`config.mk`:
```
export PLATFORM = sky130hd
export DESIGN_NAME = sha256_msg_padder
export DESIGN_NICKNAME = d
export VERILOG_FILES = /design/src/rtl/sha256_msg_padder.sv
export SDC_FILE = /design/constraint.sdc
export NUM_CORES = 1
export LEC_CHECK = 0
export BUFFER_PORTS_ARGS = -buffer_cell sky130_fd_sc_hd__buf_2
export CAP_MARGIN = 20
export CORE_MARGIN = 2
export CORE_UTILIZATION = 63
export DETAILED_ROUTE_END_ITERATION = 10
export PLACE_DENSITY = 0.84
export SETUP_SLACK_MARGIN = 0.5
export SYNTH_ARGS = -nofsm -noshare
export SYNTH_HDL_FRONTEND = slang
export SYNTH_SLANG_ARGS = --single-unit
```
`constraint.sdc`:
```
create_clock -name clk -period 3 [get_ports clk]
set_clock_uncertainty 0.1 [all_clocks]
set_input_delay 0.15 -clock clk [delete_from_list [all_inputs] [get_ports clk]]
set_output_delay 0.15 -clock clk [all_outputs]
set_load 0.02 [all_outputs]
```
`src/rtl/sha256_msg_padder.sv`:
```
// SHA-256 message padder: byte stream in, padded 512-bit blocks out as 16 big-endian 32-bit words.
// Optional macro PADDER_BLOCK_COUNT_EN adds block_count_out, a free-running count of emitted blocks.
module sha256_msg_padder #(
    parameter int DATA_WIDTH  = 32,
    parameter int MAX_BYTES_W = 32
) (
    input  logic                  clk,
    input  logic                  rst,
    input  logic [7:0]            byte_in,
    input  logic                  byte_valid_in,
    input  logic                  msg_end_in,
    output logic                  byte_ready_out,
    input  logic                  core_ready_in,
    output logic [DATA_WIDTH-1:0] message_out,
    output logic                  MP_dv_out,
    output logic                  block_last_out
`ifdef PADDER_BLOCK_COUNT_EN
    ,
    output logic [15:0]           block_count_out
`endif
);

    typedef enum logic [2:0] {
        ST_ACCEPT,
        ST_PAD,
        ST_LEN,
        ST_EMIT_WAIT,
        ST_EMIT
    } state_t;

    state_t                  r_state;
    state_t                  r_ret;
    logic [31:0]             r_buf [16];
    logic [5:0]              r_idx;
    logic [MAX_BYTES_W-1:0]  r_cnt;
    logic                    r_first;
    logic                    r_last;
    logic [3:0]              r_word;
    logic                    r_ready;
    logic                    r_dv;
    logic                    r_blast;
    logic [DATA_WIDTH-1:0]   r_msg;
`ifdef PADDER_BLOCK_COUNT_EN
    logic [15:0]             r_blk_cnt;
`endif

    logic                    w_take_byte;
    logic                    w_take_end;
    logic                    w_idx_last;
    logic [4:0]              w_lane_lsb;
    logic [63:0]             w_bitlen;
    logic [7:0]              w_pad_byte;

    assign w_take_byte = (r_state == ST_ACCEPT) && r_ready && byte_valid_in;
    assign w_take_end  = (r_state == ST_ACCEPT) && r_ready && msg_end_in;
    assign w_idx_last  = (r_idx == 6'd63);
    // Big-endian packing: byte 0 of each word lands in bits [31:24].
    assign w_lane_lsb  = {~r_idx[1:0], 3'b000};
    assign w_bitlen    = {{(64-MAX_BYTES_W-3){1'b0}}, r_cnt, 3'b000};
    assign w_pad_byte  = r_first ? 8'h80 : 8'h00;

    assign byte_ready_out = r_ready;
    assign message_out    = r_msg;
    assign MP_dv_out      = r_dv;
    assign block_last_out = r_blast;
`ifdef PADDER_BLOCK_COUNT_EN
    assign block_count_out = r_blk_cnt;
`endif

    always_ff @(posedge clk) begin
        if (rst) begin
            r_state <= ST_ACCEPT;
            r_ret   <= ST_ACCEPT;
            for (int unsigned i = 0; i < 16; i++) begin
                r_buf[i] <= '0;
            end
            r_idx   <= '0;
            r_cnt   <= '0;
            r_first <= 1'b0;
            r_last  <= 1'b0;
            r_word  <= '0;
            r_ready <= 1'b0;
            r_dv    <= 1'b0;
            r_blast <= 1'b0;
            r_msg   <= '0;
`ifdef PADDER_BLOCK_COUNT_EN
            r_blk_cnt <= '0;
`endif
        end else begin
            case (r_state)
                ST_ACCEPT: begin
                    r_ready <= 1'b1;
                    if (w_take_byte) begin
                        r_buf[r_idx[5:2]][w_lane_lsb +: 8] <= byte_in;
                        r_idx <= r_idx + 6'd1;
                        r_cnt <= r_cnt + 1'b1;
                    end
                    // A byte that fills the block with an end strobe alongside: emit first, pad afterwards.
                    if (w_take_byte && w_idx_last) begin
                        r_state <= ST_EMIT_WAIT;
                        r_last  <= 1'b0;
                        r_ret   <= w_take_end ? ST_PAD : ST_ACCEPT;
                        r_first <= w_take_end;
                        r_ready <= 1'b0;
                    end else if (w_take_end) begin
                        r_state <= ST_PAD;
                        r_first <= 1'b1;
                        r_ready <= 1'b0;
                    end
                end

                ST_PAD: begin
                    r_buf[r_idx[5:2]][w_lane_lsb +: 8] <= w_pad_byte;
                    r_idx   <= r_idx + 6'd1;
                    r_first <= 1'b0;
                    if (w_idx_last) begin
                        r_state <= ST_EMIT_WAIT;
                        r_last  <= 1'b0;
                        r_ret   <= ST_PAD;
                    end else if (r_idx == 6'd55) begin
                        r_state <= ST_LEN;
                    end
                end

                ST_LEN: begin
                    r_buf[14] <= w_bitlen[63:32];
                    r_buf[15] <= w_bitlen[31:0];
                    r_last    <= 1'b1;
                    r_idx     <= '0;
                    r_state   <= ST_EMIT_WAIT;
                end

                ST_EMIT_WAIT: begin
                    if (core_ready_in) begin
                        r_state <= ST_EMIT;
                        r_word  <= '0;
                        r_msg   <= r_buf[0];
                        r_dv    <= 1'b1;
                        r_blast <= r_last;
                    end
                end

                ST_EMIT: begin
                    if (r_word == 4'd15) begin
                        r_dv    <= 1'b0;
                        r_blast <= 1'b0;
                        r_msg   <= '0;
`ifdef PADDER_BLOCK_COUNT_EN
                        r_blk_cnt <= r_blk_cnt + 16'd1;
`endif
                        if (r_last) begin
                            r_state <= ST_ACCEPT;
                            r_cnt   <= '0;
                            r_last  <= 1'b0;
                            r_ready <= 1'b1;
                        end else begin
                            r_state <= r_ret;
                            r_ready <= (r_ret == ST_ACCEPT);
                        end
                    end else begin
                        r_word <= r_word + 4'd1;
                        r_msg  <= r_buf[r_word + 4'd1];
                    end
                end

                default: begin
                    r_state <= ST_ACCEPT;
                end
            endcase
        end
    end

endmodule

```
==> results of run 1 <==
-- area by class of cell --
class | count | area (µm²)
tap | 539 | 674
sequential | 595 | 17000
clock buffer | 71 | 1560
fill | 2538 | 11400
clock inverter | 38 | 418
inverter | 9 | 33.8
multi-input combinational | 1303 | 9240
timing repair buffer | 202 | 1540
-- stage by stage --
| step | hold WS [ps] | std cells | setup WS (ps) | util [%] |
|---|---|---|---|---|
| floorplan | 209 | 2037 | 616 | - |
| global placement | 339 | 2635 | 440 | 67.2 |
| detailed placement | 336 | 2636 | 380 | 67.3 |
| CTS | 67.3 | 2755 | 514 | 72.3 |
| global route | 120 | 2757 | 297 | 72.7 |
| finish | 121 | 2757 | 440 | 72.7 |
-- flip-flops by register name, summed over array words and instances (netlist names) --
| register | flops |
|---|---|
| r_ret | 1 |
| r_cnt | 32 |
| r_word | 4 |
| r_last | 1 |
| r_buf | 512 |
| r_first | 1 |
| r_state | 3 |
| block_last_out | 1 |
| MP_dv_out | 1 |
| r_idx | 6 |
| message_out | 32 |
| byte_ready_out | 1 |
-- kinds of logic after synthesis --
kind of cell | after synthesis
flip-flops | 595
AO/OA/AOI/OAI | 159
XOR/XNOR | 26
adder cells (fa/ha/maj) | 7
AND/OR/NAND/NOR | 915
buffers and inverters | 139
multiplexers | 196
-- what timing repair did --
action                                  in CTS  in global routing
gates cloned                                 1                  1
endpoints found under the hold margin       14                  0
endpoints found under the setup margin     274                606
pin swaps                                    3                  1
gates resized for setup                      5                 52
hold buffers                                 4                  0
setup buffers                                5                  1
-- path summary, 6_finish.rpt --
kind,end,cells after the start,from
worst min-delay path,r_buf[2][29],3,byte_in[5]
worst max-delay path,r_buf[15][12],5,r_idx[0]
worst max register to register,r_buf[15][12],5,r_idx[0]
worst min register to register,message_out[19],2,message_out[19]
-- power by group through the flow --
stage,Combinational (mW),Clock [mW],Sequential [mW]
2_1_floorplan,0.717,0,9.51
3_3_place_gp,1.02,0,9.57
3_5_place_dp,1.06,0,9.59
4_1_cts,1.09,7.64,9.42
5_1_grt,1.18,7.91,9.45
6_report,1.13,7.63,9.43
-- synthesized netlist by cell type, drive strengths merged, types with 2 or more instances --
cell,instances
o221a,32
mux2i,67
o21ai,75
and2,4
a211o,2
nor4b,2
nand3b,2
a31oi,4
a32oi,2
a41oi,2
nand3,14
nor3,44
edfxtp,512
nand4,15
dfxtp,83
nor4,7
clkbuf,65
xnor2,7
ha,7
a311oi,2
nand2,165
nor2,565
a21o,3
buf,65
xor2,19
o31ai,4
inv,8
mux4,128
or4,4
and4,6
a21oi,20
nand2b,61
a211oi,4
and3,10
a2111oi,3
or3,8
-- worst max-delay path: stages, from the launching register on --
cell	delay, ps
dfxtp_2	480
ha_1	600
nor2_1	140
and3_1	360
nand2_2	410
o21ai_0	180
-- layer usage --
metal  vias to the layer above  GRT usage, %  part of all wire [%]
met4                         2          15.3                   4.8
met3                       258          6.97                    12
met2                      1427          53.8                    49
met1                      9070          42.8                    34
li1                       7751             -                     -
met5                         -             0                 0.017
==> reports/metrics.csv, run 1 <==
stage;metric;value;unit
global_routing;Overall Global Routing Usage;32.9;%
route;Routed WL per cell;26.2;µm
synth;Synth Area in Adders;0.328;%
global_routing;first-pass GRT wire length;107;mm
power;Sw Ratio;22.7;%
timing;setup TNS;0;ps
timing;Slew Viols, Final;0;
synth;Synth Flop Type;edfxtp_1;
synth;Syn Area/Cell;13.1;µm²
clocking;clk sink count;595;
finish;Post-layout nets;2189;
power;P_sw;4.12;mW
critical_path;CP Max Fanout;16;
clocking;Clk Latency, worst-skew pair;620;ps
synth;Mapped Nets;2057;
finish;share of cells above drive strength 1;23.5;%
placement;# port buffers;47;
critical_path;Setup CP Type;register to register;
synth;post-synthesis simple-gate area fraction;15.0;%
global_routing;total gr overflow;0;
power;Clk pwr share;41.9;%
finish;P&R area growth vs syn;14.2;%
clocking;CTS max path bufs;3;
floorplanning;Starting Density;63.7;%
finish;most frequent cells in the layout;562 x nor2_1, 512 x edfxtp_1, 153 x nand2_1;
synth;top cell type's share of synthesized area;57.5;%
floorplanning;Die Y;210;µm
min_path;Hold/Removal Path Class;input port to register;
clocking;CTS Buf Count;58;
placement;GP Congestion;0.959;
timing;crit share post-route;85.3;%
synth;Mapped Cells;2037;
power;power per cell area;596;nW/µm²
power;leak pwr;9.91;nW
global_routing;pin count of the biggest net entering global routing;71;
outcome;status;complete, no violations;
finish;commonest non-fill, non-tap cell in the layout;nor2_1;
synth;sequential fraction of the synthesis area;63.7;%
power;Power, Total;18.2;mW
critical_path;Arr. time, crit path;2800;ps
floorplanning;die area;44100;µm²
timing;RSZ-0062 raised after global routing;true;
route;drt drc;0;
synth;Synth Area in Compound Gates;4.33;%
global_routing;initial antenna violation count;2;
synth;top area cells in the synthesized netlist;edfxtp_1 58%, mux4_2 11%, nor2_1 7.9%;
clocking;Worst-path clk slew;70;ps
synth;Ys Warns;0;
finish;Finished Cell Area;30500;µm²
timing;setup violators final;0;
timing;Slew headroom;41.5;%
critical_path;CP required;3240;ps
critical_path;reg2reg setup slack;440;ps
synth;Post-Syn Area;26700;µm²
route;post-DR vias/cell;6.71;
global_routing;vias in the first global route;18200;
placement;DP HPWL;45.3;mm
clocking;clk root buf;clkbuf_16;
synth;mux share of post-synthesis cell area;13.3;%
clocking;H-tree levels;2;
finish;diode count;0;
synth;main combinational cell family by area after synthesis;simple AND/OR/NAND/NOR gates;
timing;Slew @ Worst Pin;877;ps
synth;flops & latches, synth;595;
timing;Tmin final;2560;ps
floorplanning;Core ar.;41900;µm²
route;vias;18500;
power;VDD IR max;429;µV
run;Max Cap Viol;0;
power;combinational share of power;6.2;%
critical_path;CP Launch Type;register;
placement;Area after DPL;28200;µm²
route;DR iter-0 viols;2961;
timing;fmax;0.391;GHz
synth;asr flop ratio synth;0;%
synth;XOR/XNOR share of the synthesized area;0.852;%
floorplanning;io pins;48;
critical_path;CP endpoint kind;register;
route;DRT Pass-1 Iters;8;
clocking;CTS tree;built;
synth;Distinct cells, synth;70;
timing;final hold vios;0;
power;internal power;14.1;mW
floorplanning;number of cell rows;75;
route;DRT antenna net count;0;
power;sequential share of power;51.9;%
synth;EDFF count, synth;512;
route;drt total wl;72.3;mm
synth;post-synth top area cell;edfxtp_1;
floorplanning;die width;210;µm
(Power assumes the default switching activity.)
==> run 2: changes to the inputs <==
--- a/config.mk
+++ b/config.mk
@@ -8,9 +8,9 @@
 export BUFFER_PORTS_ARGS = -buffer_cell sky130_fd_sc_hd__buf_2
 export CAP_MARGIN = 20
 export CORE_MARGIN = 2
-export CORE_UTILIZATION = 63
+export CORE_UTILIZATION = 68
 export DETAILED_ROUTE_END_ITERATION = 10
-export PLACE_DENSITY = 0.84
+export PLACE_DENSITY = 0.89
 export SETUP_SLACK_MARGIN = 0.5
 export SYNTH_ARGS = -nofsm -noshare
 export SYNTH_HDL_FRONTEND = slang
==> constraint.sdc (replaced) <==
create_clock -name clk -period 3.15 [get_ports clk]
set_clock_uncertainty 0.1 [all_clocks]
set_input_delay 0.1575 -clock clk [delete_from_list [all_inputs] [get_ports clk]]
set_output_delay 0.1575 -clock clk [all_outputs]
set_load 0.02 [all_outputs]
==> run 2 against run 1 <==
Compared with the run above:
- final area fell by 0.44%
- final cell count rose by 0.11%
- global-route usage rose by 3.5 points
- utilization rose by 5.7 points
- wire length rose by 3.9%
- sequential share of layout area rose by 0.24 points
- non-clock buffer count rose by 24
- first-iteration DRC count rose by 13%
- register-to-register slack improved by 30 ps
- power fell by 7.1%
- critical endpoint is now message_out[20]
- highest routed layer unchanged
==> reports/metrics.csv, run 2 (synthesis gave the netlist of run 1 again) <==
stage;metric;value;unit
outcome;status;complete, no violations;
floorplanning;Die Y;202;µm
clocking;clk sink count;595;
timing;fmax;0.374;GHz
finish;Top reg by flops;r_buf;
critical_path;R2R Path End;message_out[20];
power;VDD IR max;374;µV
finish;final core occ;78.4;%
route;vias;19200;
critical_path;CP required;3510;ps
placement;DP HPWL;48.9;mm
global_routing;total gr overflow;0;
floorplanning;io pins;48;
finish;Largest register FFs;512;
global_routing;initial antenna violation count;2;
route;Routed WL per cell;27.2;µm
finish;P&R area growth vs syn;13.7;%
critical_path;Worst setup endpoint;message_out[20];
timing;setup violators final;0;
route;DRT Pass-1 Iters;6;
clocking;CTS max path bufs;3;
finish;Finished Cell Area;30400;µm²
route;DRT antenna net count;0;
floorplanning;die area;40900;µm²
clocking;CTS Buf Count;57;
clocking;Clk Latency, worst-skew pair;620;ps
clocking;CTS tree;built;
clocking;clk root buf;clkbuf_16;
critical_path;Arr. time, crit path;3040;ps
global_routing;Overall Global Routing Usage;36.5;%
placement;Area after DPL;28400;µm²
route;drt total wl;75.0;mm
critical_path;Slowest-stage cell, CP;o21ai_4;
critical_path;slowest cell delay on critical path;750;ps
clocking;H-tree levels;2;
floorplanning;number of cell rows;72;
route;DR iter-0 viols;3355;
route;post-DR vias/cell;6.94;
finish;share of cells above drive strength 1;22.2;%
global_routing;vias in the first global route;18500;
timing;Tmin final;2680;ps
critical_path;cells along the critical path;a31oi_1 -> o21ai_4 -> buf_4 -> o221a_1 -> nor3_1;
placement;GP Congestion;0.963;
critical_path;CP endpoint kind;register;
placement;# port buffers;47;
floorplanning;die width;202;µm
global_routing;pin count of the biggest net entering global routing;65;
critical_path;CP Max Fanout;18;
critical_path;worst reg2reg path depth;5;
critical_path;worst setup path start;r_word[2];
finish;Post-layout nets;2213;
floorplanning;Starting Density;69.0;%
min_path;Hold/Removal Path Class;input port to register;
route;drt drc;0;
timing;RSZ-0062 raised after global routing;true;
timing;Slew headroom;43.0;%
timing;setup TNS;0;ps
power;power per cell area;556;nW/µm²
clocking;Worst-path clk slew;70;ps
finish;most frequent cells in the layout;562 x nor2_1, 512 x edfxtp_1, 167 x buf_4;
run;Max Cap Viol;0;
critical_path;worst r2r src;r_word[2];
timing;Slew Viols, Final;0;
timing;crit share post-route;85.0;%
floorplanning;Core ar.;38700;µm²
timing;Slew @ Worst Pin;852;ps
finish;commonest non-fill, non-tap cell in the layout;nor2_1;
critical_path;Setup CP Type;register to register;
timing;final hold vios;0;
min_path;Hold Startpoint;byte_in[3];
power;leak pwr;9.94;nW
global_routing;first-pass GRT wire length;111;mm
critical_path;reg2reg setup slack;470;ps
critical_path;CP Launch Type;register;
timing;final hold slack;160;ps
run 2: final cells by class:
type	count	area [µm²]
flip-flops and latches	595	17000
multi-input cells	1304	9140
fillers	2068	8360
repair buffers	226	1690
clock buffers	80	1590
well taps	518	648
clock inverters	27	230
inverters	9	33.8
diodes	1	2.50
run 2: worst max-delay path, delay by kind of cell, from the launching register on:
| kind | cells | cell delay (ps) |
|---|---|---|
| AOI/OAI and AO/OA | 3 | 1360 |
| buffers and inverters | 1 | 310 |
| DFF | 1 | 670 |
| and+or+nand+nor | 1 | 60 |
run 2: per-layer routing:
metal	wire [µm]	global-route usage, %
met4	4010	15.8
met1	24300	47.2
met3	10200	8.56
met5	17	0
met2	36500	59.7
run 2: worst min-delay path by stage:
stage               cells after the start  slack (ps)            end
floorplan                               2         220        r_first
global placement                        2         370      r_cnt[31]
detailed placement                      3         380        r_first
CTS                                     4         110  r_buf[13][19]
global route                            4         130  r_buf[13][19]
finish                                  4         160  r_buf[13][19]
run 2: per-stage QoR:
step	power (mW)	instances	worst slack, ps
after floorplan	9.74	2037	766
after global placement	10.2	2641	509
after detailed placement	10.2	2641	407
after CTS	16.8	2755	500
after global routing	17.2	2759	474
final	16.9	2760	473
run 2: repair_timing:
action | in CTS | in global routing
gates cloned | 0 | 2
hold buffers | 4 | 0
buffers inserted | 3 | 2
endpoints found under the setup margin | 20 | 168
gates resized for setup | 3 | 9
pin swaps | 0 | 4
hold endpoints to repair | 19 | 0
run 2: where the power goes:
group	switching, mW	total (mW)	internal [mW]	leakage (nW)
Sequential	0.163	9.00	8.84	5.77
Clock	2.96	6.74	3.78	0.892
Combinational	0.798	1.14	0.340	3.28
